### config.mk
export PLATFORM = sky130hd
export DESIGN_NAME = bcd_converter_module_flat
export DESIGN_NICKNAME = d
export VERILOG_FILES = /design/src/rtl/bcd_converter_module_if.sv /design/src/rtl/bcd_converter_module.sv /design/src/flat_wrapper.sv
export SDC_FILE = /design/constraint.sdc
export NUM_CORES = 1
export LEC_CHECK = 0
export ABC_CLOCK_PERIOD_IN_PS = 2000
export BUFFER_PORTS_ARGS = -buffer_cell sky130_fd_sc_hd__buf_2
export CORE_UTILIZATION = 57
export DETAILED_ROUTE_END_ITERATION = 8
export GPL_TIMING_DRIVEN = 0
export PLACE_DENSITY_LB_ADDON = 0.25
export SETUP_SLACK_MARGIN = 0.05
export SYNTH_ARGS = -nofsm -noshare
export SYNTH_HDL_FRONTEND = slang
export SYNTH_SLANG_ARGS = --single-unit
### constraint.sdc
create_clock -name clk -period 2 [get_ports clk]
set_input_delay 0.4 -clock clk [delete_from_list [all_inputs] [get_ports clk]]
set_output_delay 0.4 -clock clk [all_outputs]
set_load 0.01 [all_outputs]
### src/rtl/bcd_converter_module_if.sv
// Token FIFO bundle for the binary-to-BCD node.
// slave = converter side, master = FIFO/testbench side.
interface bcd_converter_module_if #(
  parameter int IN_WIDTH = 32,
  parameter int DIGITS   = 10
);
  logic [IN_WIDTH-1:0] entry_1;
  logic                empty;
  logic                full;
  logic                rd;
  logic                wr;
  logic [4*DIGITS-1:0] output_1;
  logic                busy;

  modport slave (
    input  entry_1,
    input  empty,
    input  full,
    output rd,
    output wr,
    output output_1,
    output busy
  );

  modport master (
    output entry_1,
    output empty,
    output full,
    input  rd,
    input  wr,
    input  output_1,
    input  busy
  );
endinterface

### src/rtl/bcd_converter_module.sv
// KPN node: pops a binary word, converts to packed BCD by
// sequential double-dabble (one bit per clock), pushes result.
module bcd_converter_module #(
  parameter int IN_WIDTH = 32,
  parameter int DIGITS   = 10
) (
  input logic                    clk,
  input logic                    reset_n,
  bcd_converter_module_if.slave  bus
);

  localparam int BW = 4 * DIGITS;
  localparam int CW = $clog2(IN_WIDTH + 1);

  typedef enum logic [1:0] {
    S_IDLE,
    S_CONVERT,
    S_DONE
  } state_t;

  state_t              r_state;
  logic [IN_WIDTH-1:0] r_bin;
  logic [BW-1:0]       r_bcd;
  logic [BW-1:0]       r_out;
  logic [CW-1:0]       r_cnt;

  logic [BW-1:0]       w_adj;
  logic [BW-1:0]       w_bcd_nxt;
  logic                w_last;
  logic                w_rd;
  logic                w_wr;

  function automatic logic [BW-1:0] f_add3(
    input logic [BW-1:0] v
  );
    logic [BW-1:0] o;
    o = v;
    for (int k = 0; k < DIGITS; k++) begin
      if (v[4*k +: 4] >= 4'd5)
        o[4*k +: 4] = v[4*k +: 4] + 4'd3;
    end
    return o;
  endfunction

  assign w_adj     = f_add3(r_bcd);
  assign w_bcd_nxt = {w_adj[BW-2:0], r_bin[IN_WIDTH-1]};
  assign w_last    = (r_cnt == CW'(IN_WIDTH - 1));

  assign w_rd = reset_n & (r_state == S_IDLE) & ~bus.empty;
  assign w_wr = reset_n & (r_state == S_DONE) & ~bus.full;

  assign bus.rd       = w_rd;
  assign bus.wr       = w_wr;
  assign bus.output_1 = r_out;
  assign bus.busy     = (r_state != S_IDLE);

  always_ff @(posedge clk or negedge reset_n) begin
    if (!reset_n) begin
      r_state <= S_IDLE;
      r_bin   <= '0;
      r_bcd   <= '0;
      r_out   <= '0;
      r_cnt   <= '0;
    end else begin
      unique case (r_state)
        S_IDLE: begin
          if (w_rd) begin
            r_bin   <= bus.entry_1;
            r_bcd   <= '0;
            r_cnt   <= '0;
            r_state <= S_CONVERT;
          end
        end
        S_CONVERT: begin
          // Rotate rather than shift: the dropped top-digit MSB
          // lands in the spent binary LSB, which is never read.
          r_bcd <= w_bcd_nxt;
          r_bin <= {r_bin[IN_WIDTH-2:0], w_adj[BW-1]};
          r_cnt <= r_cnt + CW'(1);
          if (w_last) begin
            r_out   <= w_bcd_nxt;
            r_state <= S_DONE;
          end
        end
        S_DONE: begin
          if (w_wr)
            r_state <= S_IDLE;
        end
        default: r_state <= S_IDLE;
      endcase
    end
  end

endmodule

### src/flat_wrapper.sv
// flat-port wrapper written by rule: the top's interface ports become plain ports
module bcd_converter_module_flat 
#(
  parameter int IN_WIDTH = 32,
  parameter int DIGITS   = 10
)
  (clk, reset_n, bus_entry_1, bus_empty, bus_full, bus_rd, bus_wr, bus_output_1, bus_busy);
  bcd_converter_module_if #(.IN_WIDTH(IN_WIDTH), .DIGITS(DIGITS)) bus_i ();
  input logic clk;
  input logic reset_n;
  input wire logic [$bits(bus_i.entry_1)-1:0] bus_entry_1;
  input wire logic [$bits(bus_i.empty)-1:0] bus_empty;
  input wire logic [$bits(bus_i.full)-1:0] bus_full;
  output wire logic [$bits(bus_i.rd)-1:0] bus_rd;
  output wire logic [$bits(bus_i.wr)-1:0] bus_wr;
  output wire logic [$bits(bus_i.output_1)-1:0] bus_output_1;
  output wire logic [$bits(bus_i.busy)-1:0] bus_busy;
  assign bus_i.entry_1 = bus_entry_1;
  assign bus_i.empty = bus_empty;
  assign bus_i.full = bus_full;
  assign bus_rd = bus_i.rd;
  assign bus_wr = bus_i.wr;
  assign bus_output_1 = bus_i.output_1;
  assign bus_busy = bus_i.busy;
  bcd_converter_module #(.IN_WIDTH(IN_WIDTH), .DIGITS(DIGITS)) u_core (.clk(clk), .reset_n(reset_n), .bus(bus_i));
endmodule
==> impl_results.md <==
- Clk Tree Root Cell: clkbuf_8
- Diodes inserted: 0
- Total gr overflow: 0
- Nets: 703
- Metal2 WL: between 6 and 7 mm
- Initial antenna violation count: 0
- Post-synthesis simple-gate area fraction: 13.13%
- Worst-path clk slew: around 0.060 ns
- Max-Cap Viols: 0
- Setup CP Type: flip-flop to primary output
- Via density: 5.837
- # IOs: between 70 and 80
- Mapped Cells: between 500 and 600
- Final slew viol count: 0
- Fin crit period: about 2.1 ns
- Yosys cell types: 34
- Largest net degree at the start of global routing: ~70
- Rel. slew slack: between 50 and 60%
- Adder-Cell Fraction of Synth Area: around 4.7%
- First-pass DRT Iterations: 5
- Met3 WL: 929 um
- Die width: about 100 um
- WHS: -0.1616 ns
- Post-synthesis xor/xnor area fraction: about 1.7%
- Via count: 4588
- Dpl ws: -0.3116 ns
- Crit share post-route: 103.1%
- Top sig layer: met4
- Share of cells above drive strength 1: 23.14%
- H-Tree Depth: 4
- Fin worst setup slack: -0.06234 ns
- Final Hold Viols: 52
- Synth Area in Compound Gates: about 17%
- RSZ-0062 raised after global routing: yes
- Routability cong.: slightly below 0.8
- Most frequent cells in the layout: dfrtp_1, buf_2, nor2_1
- Max Freq: 484.9 MHz
- Max Root-Sink Buffers: 2
- Final WL: around 14 mm
- CP startpoint kind: flip-flop
- Max VDD drop: about 0.93 mV
- Commonest non-fill, non-tap cell in the layout: dfrtp_1
- P&R area growth vs syn: 24.11%
- Mapped Nets: ~600
- Cell row count: 35
- Critical Path End Type: primary output
- Non-filler instance count after layout: between 700 and 800
- Iter 0 DRT Violations: ~300
- Floorplan core area: 9328 sq um
- Worst Path Required: roughly 1.6 ns
- Starting Density: around three fifths
- Tot Pwr: around 12000 uW
- Skew final: approximately 0.0066 ns
- DR WL/cell: 17.63 um
- Placed cells: 746
- WL met1: slightly below 6 mm
- Main combinational cell family by area after synthesis: compound AO/OA/AOI/OAI gates
- #FFs+latches synth: 120
- Die extent in y: approximately 100 um
- CTS tree: done
- GRT Util Overall: approximately 29%
- Avg Cell Area, Syn: around 10 sq um
- Arrival time at the worst endpoint: 1.66 ns
- # clock sinks: between 100 and 150
- Total CTS buffers: 17
- Crit-path max FO: 3
- Outcome: finished, violations left
- Worst hold-check path type: input port to asynchronous set/reset pin
- Mux cell area share after synthesis: approximately 4.8%
- Clk_lat worst skew: between 0.5 and 0.6 ns
- Detail Route Antenna Nets: 0
- Netlist Area Pre-Place: around 5500 sq um
- Warnings, synthesis: 0
- Leakage: 0.003321 uW
- Final setup fails: 1
- Sequential element share of the synthesized area: 54.13%
- Measured slew at the worst slew-check pin: 0.7308 ns
- DP HPWL: 8.707 mm
- Power Density: between 1500 and 2000 nW/um^2
- Fillcell total: approximately 670
- Failing checks: hold timing, setup timing
- Number of global-route vias before repair: about 4600
- First-pass GRT wire length: roughly 22 mm
- Port bufs: a little under 80
- Setup TNS: -0.06234 ns
- Full die area: between 10000 and 15000 sq um
- DRC errors left: 0
==> kinds of logic (layout without fill, tap and decap cells) <==
kind of cell	count (synthesis)	count (layout)
AO/OA/AOI/OAI	152	152
XOR/XNOR	11	11
adder cells (fa/ha/maj)	21	21
buffers and inverters	62	181
flip-flops	120	120
multiplexers	24	24
AND/OR/NAND/NOR	148	148
==> cell usage after synthesis <==
| cell | n | area (sq um) |
|---|---|---|
| a31oi_1 | 9 | 56.30 |
| nor3_1 | 9 | 45.04 |
| mux2_1 | 13 | 146.4 |
| clkbuf_1 | 15 | 56.30 |
| a22o_1 | 12 | 105.1 |
| nor4b_1 | 1 | 8.760 |
| nand3_1 | 4 | 20.02 |
| dfrtp_1 | 120 | 3003 |
| nand2b_1 | 18 | 112.6 |
| nor2_1 | 67 | 251.5 |
| ha_1 | 21 | 262.8 |
| nand2_1 | 25 | 93.84 |
| buf_2 | 7 | 35.03 |
| a32o_1 | 1 | 10.01 |
| a21oi_1 | 37 | 185.2 |
| or2_1 | 2 | 12.51 |
| a222oi_1 | 11 | 110.1 |
| buf_4 | 5 | 37.54 |
| o31ai_1 | 2 | 15.01 |
| nor3b_1 | 11 | 82.58 |
| mux2_2 | 8 | 90.09 |
| or3b_2 | 9 | 78.83 |
| buf_6 | 1 | 11.26 |
| o21ai_0 | 49 | 245.2 |
| mux2i_1 | 3 | 30.03 |
| o211ai_1 | 1 | 7.510 |
| o22ai_1 | 29 | 181.4 |
| xor2_1 | 1 | 8.760 |
| a21o_1 | 1 | 7.510 |
| xnor2_1 | 10 | 87.58 |
| nand4_1 | 1 | 6.260 |
| inv_2 | 1 | 3.750 |
| nor3_4 | 1 | 16.27 |
| inv_1 | 33 | 123.9 |
==> power breakdown <==
group,internal (uW),switching [uW]
Combinational,1870,2490
Sequential,3350,753
Clock,2170,1060
Total,7380,4300
==> critical path, stage by stage, from the launching register on <==
cell	delay, ns
dfrtp_1	0.38
or2_1	0.25
or2_1	0.24
buf_6	0.12
inv_4	0.06
buf_6	0.09
==> timing repair <==
action,in CTS,in global routing
gates resized for setup,3,13
endpoints found under the setup margin,1,37
gates cloned,0,2
buffers inserted,5,5
pin swaps,2,4
hold endpoints to repair,52,52
==> final timing paths <==
check | from | endpoint | slack, ns | cells after the start
setup reg to reg | u_core.r_state[1] | u_core.bus.output_1[17] | 0.15 | 8
max in group asynchronous | reset_n | u_core.bus.output_1[21] | 1.49 | 2
min in group clk | bus_entry_1[5] | u_core.r_bin[5] | 0.13 | 3
hold / removal | reset_n | u_core.bus.output_1[25] | -0.16 | 1
setup / recovery | u_core.r_state[0] | bus_rd | -0.06 | 5
hold reg to reg | u_core.bus.output_1[25] | u_core.bus.output_1[25] | 0.48 | 1
==> cell type report <==
| class | count | area [sq um] | area share, % |
|---|---|---|---|
| flip-flops and latches | 120 | 3003 | 43.61 |
| multi-input cells | 356 | 2292 | 33.29 |
| repair buffers | 90 | 518.0 | 7.523 |
| clock buffers | 22 | 483.0 | 7.014 |
| well taps | 129 | 161.4 | 2.344 |
| plain buffers | 27 | 155.1 | 2.253 |
| clock inverters | 8 | 142.6 | 2.072 |
| inverters | 34 | 130.1 | 1.890 |
==> metal layers <==
layer / vias up / track usage [%]
met5: - / 0
met4: 0 / 10.59
met3: 22 / 6.865
met2: 181 / 49.10
met1: 2259 / 35.67
li1: 2126 / -
==> sequential cells by signal, indices dropped and copies added (netlist names) <==
name	cells
u_core.bus.output_1	40
u_core.r_bcd	40
u_core.r_bin	32
u_core.r_cnt	6
u_core.r_state	2
==> per-stage QoR <==
stage | hold WS (ns) | util (%) | instance area (sq um)
final | -0.1616 | 73.82 | 6885
after global routing | -0.1397 | 73.82 | 6885
after CTS | -0.1495 | 73.00 | 6809
after detailed placement | 0.3899 | 65.75 | 6133
after global placement | 0.4633 | 65.39 | 6100
after floorplan | 0.1044 | - | 5548
Power figures use the tool's default switching activity.
